$ cat src/rtl/hazard_unit.sv
// hazard_unit: pipeline hazard / control-flow sequencer.
// Turns decode-stage stall requests, RET, HALT, illegal opcodes and
// interrupts into fetch/decode stall controls, program-counter source
// selects and injected instruction words. Outputs are decoded from the
// current state (and, in RUN, from the current stall requests), so they
// change in the same cycle the request is seen.
// There is no valid/ready handshake: every input is a level that is
// sampled on each rising clock edge and acted on in the current state.
module hazard_unit #(
  parameter int          RET_LATENCY     = 3,
  parameter logic [13:0] INT_VECTOR_BASE = 14'h0010,
  parameter logic [13:0] EXC_VECTOR      = 14'h0004,
  parameter logic [31:0] CALL_WORD       = 32'h0
) (
  input  logic        clock,
  input  logic        reset,
  input  logic        stall_fetch_req,
  input  logic        stall_decode_req,
  input  logic        halt,
  input  logic        illegal_opcode_exception,
  input  logic        return_in_pipeline,
  input  logic [7:0]  irq,
  input  logic        int_enable,
  output logic        stall_fetch,
  output logic        stall_decode,
  output logic [2:0]  hazard_prog_cntr_sel,
  output logic        inst_word_sel,
  output logic [31:0] hazard_inst_word,
  output logic [13:0] prog_cntr_int_addr,
  output logic        int_ack,
  output logic [2:0]  int_id,
  output logic        halted,
  output logic        exc_flag,
  output logic [2:0]  dbg_state
);

  typedef enum logic [2:0] {
    S_RUN        = 3'd0,
    S_RET_WAIT   = 3'd1,
    S_RET_LOAD   = 3'd2,
    S_INT_INJECT = 3'd3,
    S_EXC        = 3'd4,
    S_HALT       = 3'd5
  } state_t;

  // PC source select encodings
  localparam logic [2:0] SEL_SEQ  = 3'b000;
  localparam logic [2:0] SEL_HOLD = 3'b001;
  localparam logic [2:0] SEL_INT  = 3'b010;
  localparam logic [2:0] SEL_RET  = 3'b011;
  localparam logic [2:0] SEL_EXC  = 3'b100;

  // The down-counter only has to hold RET_LATENCY-1 (it counts to zero).
  localparam int              CW       = (RET_LATENCY > 2) ? $clog2(RET_LATENCY) : 1;
  localparam logic [CW-1:0]   CNT_LOAD = CW'(RET_LATENCY - 1);

  state_t        state_q, state_d;
  logic [CW-1:0] cnt_q, cnt_d;
  logic          in_service_q, in_service_d;
  logic          exc_flag_q, exc_flag_d;
  logic [2:0]    int_id_q, int_id_d;

  logic [2:0]    irq_sel;
  logic          int_pending;

  // Lowest set irq index wins (bit 0 is highest priority).
  always_comb begin
    irq_sel = 3'd0;
    for (int i = 7; i >= 0; i--) begin
      if (irq[i]) irq_sel = 3'(i);
    end
  end

  // An interrupt may only be taken when none is already being serviced.
  assign int_pending = (|irq) & int_enable & ~in_service_q;

  // State and bookkeeping registers, synchronous active-high reset.
  always_ff @(posedge clock) begin
    if (reset) begin
      state_q      <= S_RUN;
      cnt_q        <= '0;
      in_service_q <= 1'b0;
      exc_flag_q   <= 1'b0;
      int_id_q     <= 3'd0;
    end else begin
      state_q      <= state_d;
      cnt_q        <= cnt_d;
      in_service_q <= in_service_d;
      exc_flag_q   <= exc_flag_d;
      int_id_q     <= int_id_d;
    end
  end

  // Next-state logic and state-decoded outputs.
  always_comb begin
    state_d              = state_q;
    cnt_d                = cnt_q;
    in_service_d         = in_service_q;
    exc_flag_d           = exc_flag_q;
    int_id_d             = int_id_q;
    stall_fetch          = 1'b0;
    stall_decode         = 1'b0;
    hazard_prog_cntr_sel = SEL_SEQ;
    inst_word_sel        = 1'b0;
    hazard_inst_word     = 32'h0;
    prog_cntr_int_addr   = 14'h0;
    int_ack              = 1'b0;
    int_id               = 3'd0;
    halted               = 1'b0;

    unique case (state_q)
      S_RUN: begin
        stall_fetch          = stall_fetch_req | stall_decode_req;
        stall_decode         = stall_decode_req;
        hazard_prog_cntr_sel = (stall_fetch_req | stall_decode_req) ? SEL_HOLD : SEL_SEQ;
        if (illegal_opcode_exception) begin
          state_d    = S_EXC;
          exc_flag_d = 1'b1;
        end else if (halt) begin
          state_d = S_HALT;
        end else if (return_in_pipeline) begin
          state_d = S_RET_WAIT;
          cnt_d   = CNT_LOAD;
        end else if (stall_fetch_req | stall_decode_req) begin
          state_d = S_RUN;
        end else if (int_pending) begin
          state_d  = S_INT_INJECT;
          int_id_d = irq_sel;
        end
      end

      S_RET_WAIT: begin
        stall_fetch          = 1'b1;
        hazard_prog_cntr_sel = SEL_HOLD;
        if (cnt_q == '0) begin
          state_d = S_RET_LOAD;
        end else begin
          cnt_d = cnt_q - 1'b1;
        end
      end

      S_RET_LOAD: begin
        hazard_prog_cntr_sel = SEL_RET;
        in_service_d         = 1'b0;
        state_d              = S_RUN;
      end

      S_INT_INJECT: begin
        // Runs to completion even if irq drops during this cycle.
        inst_word_sel        = 1'b1;
        hazard_inst_word     = CALL_WORD;
        hazard_prog_cntr_sel = SEL_INT;
        prog_cntr_int_addr   = INT_VECTOR_BASE + {9'd0, int_id_q, 2'b00};
        int_ack              = 1'b1;
        int_id               = int_id_q;
        in_service_d         = 1'b1;
        state_d              = S_RUN;
      end

      S_EXC: begin
        hazard_prog_cntr_sel = SEL_EXC;
        prog_cntr_int_addr   = EXC_VECTOR;
        state_d              = S_RUN;
      end

      S_HALT: begin
        stall_fetch          = 1'b1;
        stall_decode         = 1'b1;
        hazard_prog_cntr_sel = SEL_HOLD;
        halted               = 1'b1;
        if (int_pending) begin
          state_d  = S_INT_INJECT;
          int_id_d = irq_sel;
        end
      end

      default: begin
        state_d = S_RUN;
      end
    endcase
  end

  assign exc_flag  = exc_flag_q;
  assign dbg_state = state_q;

endmodule

$ cat config.mk
export PLATFORM = sky130hd
export DESIGN_NAME = hazard_unit
export DESIGN_NICKNAME = d
export VERILOG_FILES = /design/src/rtl/hazard_unit.sv
export SDC_FILE = /design/constraint.sdc
export NUM_CORES = 1
export LEC_CHECK = 0
export BUFFER_PORTS_ARGS = -buffer_cell sky130_fd_sc_hd__buf_2
export CAP_MARGIN = 20
export CELL_PAD_IN_SITES_DETAIL_PLACEMENT = 1
export CELL_PAD_IN_SITES_GLOBAL_PLACEMENT = 2
export CORE_AREA = 2 2 76 78
export CTS_CLUSTER_DIAMETER = 60
export DETAILED_ROUTE_END_ITERATION = 16
export DIE_AREA = 0 0 78 80
export PLACE_DENSITY = 0.87
export SLEW_MARGIN = 0
export SYNTH_ARGS = -nofsm -noshare
export SYNTH_HDL_FRONTEND = slang
export SYNTH_SLANG_ARGS = --single-unit
$ cat constraint.sdc
create_clock -name clock -period 1.8 [get_ports clock]
set_input_delay 0.18 -clock clock [delete_from_list [all_inputs] [get_ports clock]]
set_output_delay 0.18 -clock clock [all_outputs]
set_load 0.02 [all_outputs]
# Word level (Yosys, flattened, before mapping)
# Index checks and enable logic that the tools add are counted.
# totals
register_bits	10
# op_classes
addsub	2
eq_ne	12
n_mux	35
bitwise_logic	4
reduce_logical	10
# ops
op	n
3-bit two-way mux	20
3-bit case mux with 5 select lines	1
2-bit inequality test (second input constant)	7
6-bit case mux with 2 select lines	1
5-bit AND reduction	2
3-bit case mux with 3 select lines	1
2-bit two-way mux	4
8-bit OR reduction	1
5-bit by 5-bit adder with 6-bit output (first input constant)	1
3-bit by 2-bit == test with 1-bit output (second input constant)	2
3-bit == test (second input constant)	2
1-bit case mux with 2 select lines	3
3-bit case mux with 2 select lines	1
2-bit nonzero test	3
2-bit case mux with 2 select lines	1
3-bit by 1-bit == test with 1-bit output (second input constant)	1
3-bit logical NOT	1
1-bit two-way mux	3
1-bit AND	2
2-bit logical NOT	1
2-bit AND reduction	1
2-bit OR reduction	1
2-bit by 1-bit subtractor with 2-bit output (second input constant)	1
1-bit NOT	1
1-bit OR	1

# Depth between registers and ports, before layout
# depth
depth_word	14
mapped_depth	7
mapped_depth_nobuf	6

# Worst setup path after synthesis
# Ideal clock, no wire load.
# synth_timing
path_kind	register to output
from	register state_q[1], in the netlist dbg_state[1]
to	output prog_cntr_int_addr[4]
arrival_time_ns	1.610
required_ns	1.620
slack_ns	0.010
stages_incl_launch_ff	6
n_path_buf	1
cell_sequence	dfxtp_1 > buf_4 > nand2_1 > inv_2 > and2_1 > nor2b_1
# synth_between
elab_chain_len	2
# synth_rtl
element	line	rtl
start, declared	57	state_t state_q, state_d;
start signal, assigned	86	state_q <= state_d;
3-bit == test / 3-bit by 2-bit == test with 1-bit output (equally long branches)	111	unique case (state_q)
6-bit case mux with 2 select lines (*)	111	
end, declared	29	output logic [13:0] prog_cntr_int_addr,
# Mark *: on every way between the ends. The rest lies on a longest branch, timed or not.

# Final worst setup path
# Same ends and word-level chain as after synthesis.

==> metrics.md <==
| Metric | Value |
|---|---|
| Async set-or-reset flop fraction in the synthesized netlist | `0%` |
| Root Driver | `clkbuf_8` |
| Critical Path RT | `1620 ps` |
| First-pass GRT wire length | `3.98 mm` |
| Tightest Pin Transition | `509 ps` |
| Reg clk slew, reported paths | `50 ps` |
| Largest net degree at the start of global routing | `18` |
| Sequential cell area | `205 sq um` |
| Max-cap violations | `0` |
| Critical path arrival | `1470 ps` |
| Vias post-DR | `897` |
| Detailed Route WL | `2.43 mm` |
| H-tree Lvls | `1` |
| Cell Pwr Density | `713 nW/um^2` |
| Clock Path Buffers | `2` |
| CTS tree | `yes` |
| Final Cell Area | `1190 sq um` |
| Final std cells w/o fill | `240` |
| Syn Std Cell Area | `1060 sq um` |
| I/O Pins | `77` |
| Vias in the first global route | `825` |
| Peak Freq | `0.607 GHz` |
| GRT Util Overall | `8.09%` |
| Synthesized area per cell | `7.77 sq um` |
| Crit path kind | `register to output pin` |
| Final WS setup | `152 ps` |
| Die X-Extent | `78 microns` |
| Die area | `6240 sq um` |
| Seq/Total Area, Yosys | `18.8%` |
| Placed insts | `236` |
| Final net count | `186` |
| Clock period minus worst slack | `1650 ps` |
| Post_cts resized | `2` |
| Post-synth EDFFs | `0` |
| Netlist cell types | `34` |
| Most frequent cells in the layout | `conb_1, buf_2, nor2_1, a21oi_1, dfxtp_1` |
| Hold WC Path Type | `primary input to register` |
| Max VDD drop | `0.182 mV` |
| Dpl hpwl | `2.02 mm` |
| CP startpoint kind | `register` |
| CTS Hold Buffers Added | `0` |
| Layout cells sized above 1 | `29.2%` |
| Clk_lat worst skew | `250 ps` |
| 1st-iter DRT viols | `30` |
| Max Fanout on Critical Path | `13` |
| Crit share post-route | `91.6%` |
| Total inserted antenna cells | `0` |
| Layout area overhead | `11.4%` |
| Fill cells | `695` |
| Initial Util | `19.7%` |
| Flops & latches, synth | `10` |
| Final Hold Vio Count | `0` |
| Quantity of I/O buffers inserted on ports | `34` |
| Final core utilization | `21.9%` |
| Hold Crit Depth | `2` |
| Final Setup Violations | `0` |
| Number of remaining DRC errors | `0` |
| Max Slew Vio Count | `0` |
| Hold EP | `exc_flag$_SDFFE_PP0P_` |
| CP endpoint kind | `output pin` |
| Pre-CTS WS | `193 ps` |
| # rows | `27` |
| Num CTS Buffers | `3` |
| Die height | `80 microns` |
| Reg-to-reg critical path startpoint | `dbg_state[0]$_SDFFE_PP0P_` |
| Core area | `5410 sq um` |
| Gpl congestion | `0.805` |
| FF-to-FF End | `dbg_state[0]$_SDFFE_PP0P_` |
| Multi-input gate area | `636 sq um` |
| Vias per cell | `3.74` |
| Antenna violation net count after detailed routing | `0` |
| Worst R2R Setup Slack | `260 ps` |
| Post-CTS setup buffers | `0` |
| Commonest non-fill, non-tap cell in the layout | `conb_1` |
| Pre-Repair DR Iteration Count | `3` |
| RSZ-0062 raised after global routing | `false` |
| Cell count after synthesis | `137` |
| GRT overflow | `0` |
| Clock tree sinks | `10` |
| Leak Pwr | `0.000595 uW` |
| Slew HR | `66.0%` |
| Ys flop type | `dfxtp_1` |
| Initial antenna violation count | `0` |
| TNS Setup | `0 ps` |
| Hold wc startpoint | `reset` |
| Clk_skew | `3.59 ps` |
| R2R depth | `4` |
| Area post-placement | `1130 sq um` |
| Yosys warnings | `0` |
| WL/cell | `10.1 microns` |
| Outcome | `complete, no violations` |
==> kinds of logic (layout without fill, tap and decap cells) <==
| group | after synthesis | count (layout) | share of synthesized area, % |
|---|---|---|---|
| adders and majority gates | 1 | 1 | 1.17 |
| and+or+nand+nor | 44 | 44 | 26.9 |
| AOI/OAI and AO/OA | 25 | 25 | 15.9 |
| DFF | 10 | 10 | 18.8 |
| other | 1 | 42 | 0.352 |
| buffers and inverters | 55 | 45 | 36.0 |
| muxes | 1 | 1 | 0.940 |
==> metal layers <==
metal | share of wire, % | track usage (%) | up-vias | wire (microns)
li1 | - | - | 441 | -
met3 | 9.2 | 1.47 | 5 | 224
met4 | 2.9 | 5.79 | 0 | 70
met5 | 0 | 0 | - | 0
met2 | 48 | 13.6 | 50 | 1160
met1 | 40 | 9.20 | 401 | 976
==> final cells by class <==
class,instances,share of cell area [%]
repair buffers,35,15.0
inverters,6,1.90
well taps,72,7.59
clock buffers,4,4.64
flip-flops and latches,10,17.3
multi-input cells,113,53.6
==> registers in the layout, indices dropped and copies added, names as in the netlist <==
name	flops
in_service_q	1
dbg_state	3
exc_flag	1
int_id_q	3
cnt_q	2
==> worst max-delay path: stages (launching register included) <==
cell,delay (ps)
dfxtp_2,490
nand2_1,160
inv_2,90
and2_1,170
nor2b_1,130
buf_2,160
==> where the power goes <==
part / total [uW] / switching (uW) / internal [uW]
Combinational: 289 / 206 / 83.1
Clock: 295 / 101 / 193
Sequential: 262 / 26.5 / 236
==> stage by stage <==
| stage | power [uW] | hold WS [ps] |
|---|---|---|
| 2_1_floorplan | 544 | 344 |
| 4_1_cts | 863 | 265 |
| 3_3_place_gp | 551 | 447 |
| 5_1_grt | 903 | 296 |
| 3_5_place_dp | 556 | 474 |
| 6_report | 846 | 268 |
==> Yosys cell counts, types with 2 or more instances <==
cell / number / area, sq um
buf_4: 47 / 353
nor4_4: 3 / 63.8
nand2b_1: 4 / 25.0
and3_1: 3 / 18.8
o21ai_0: 3 / 15.0
nor3b_1: 3 / 22.5
clkbuf_1: 2 / 7.51
nor2_1: 13 / 48.8
a211oi_1: 4 / 30.0
nand2_1: 5 / 18.8
o31ai_1: 2 / 15.0
nor2b_1: 4 / 25.0
nor3_1: 3 / 15.0
a21oi_1: 8 / 40.0
dfxtp_1: 10 / 200
inv_1: 5 / 18.8
==> how the worst max path moves through the flow <==
stage / from / to / slack [ps] / cells past startpoint
after floorplan: dbg_state[1]$_SDFFE_PP0P_ / prog_cntr_int_addr[4] / 10 / 5
after global placement: dbg_state[1]$_SDFFE_PP0P_ / prog_cntr_int_addr[4] / 240 / 5
after detailed placement: dbg_state[1]$_SDFFE_PP0P_ / prog_cntr_int_addr[4] / 190 / 5
after CTS: dbg_state[2]$_SDFFE_PP0P_ / prog_cntr_int_addr[2] / 100 / 6
after global routing: dbg_state[1]$_SDFFE_PP0P_ / prog_cntr_int_addr[4] / 2 / 5
final: dbg_state[1]$_SDFFE_PP0P_ / prog_cntr_int_addr[4] / 150 / 5
(Power assumes the default switching activity.)
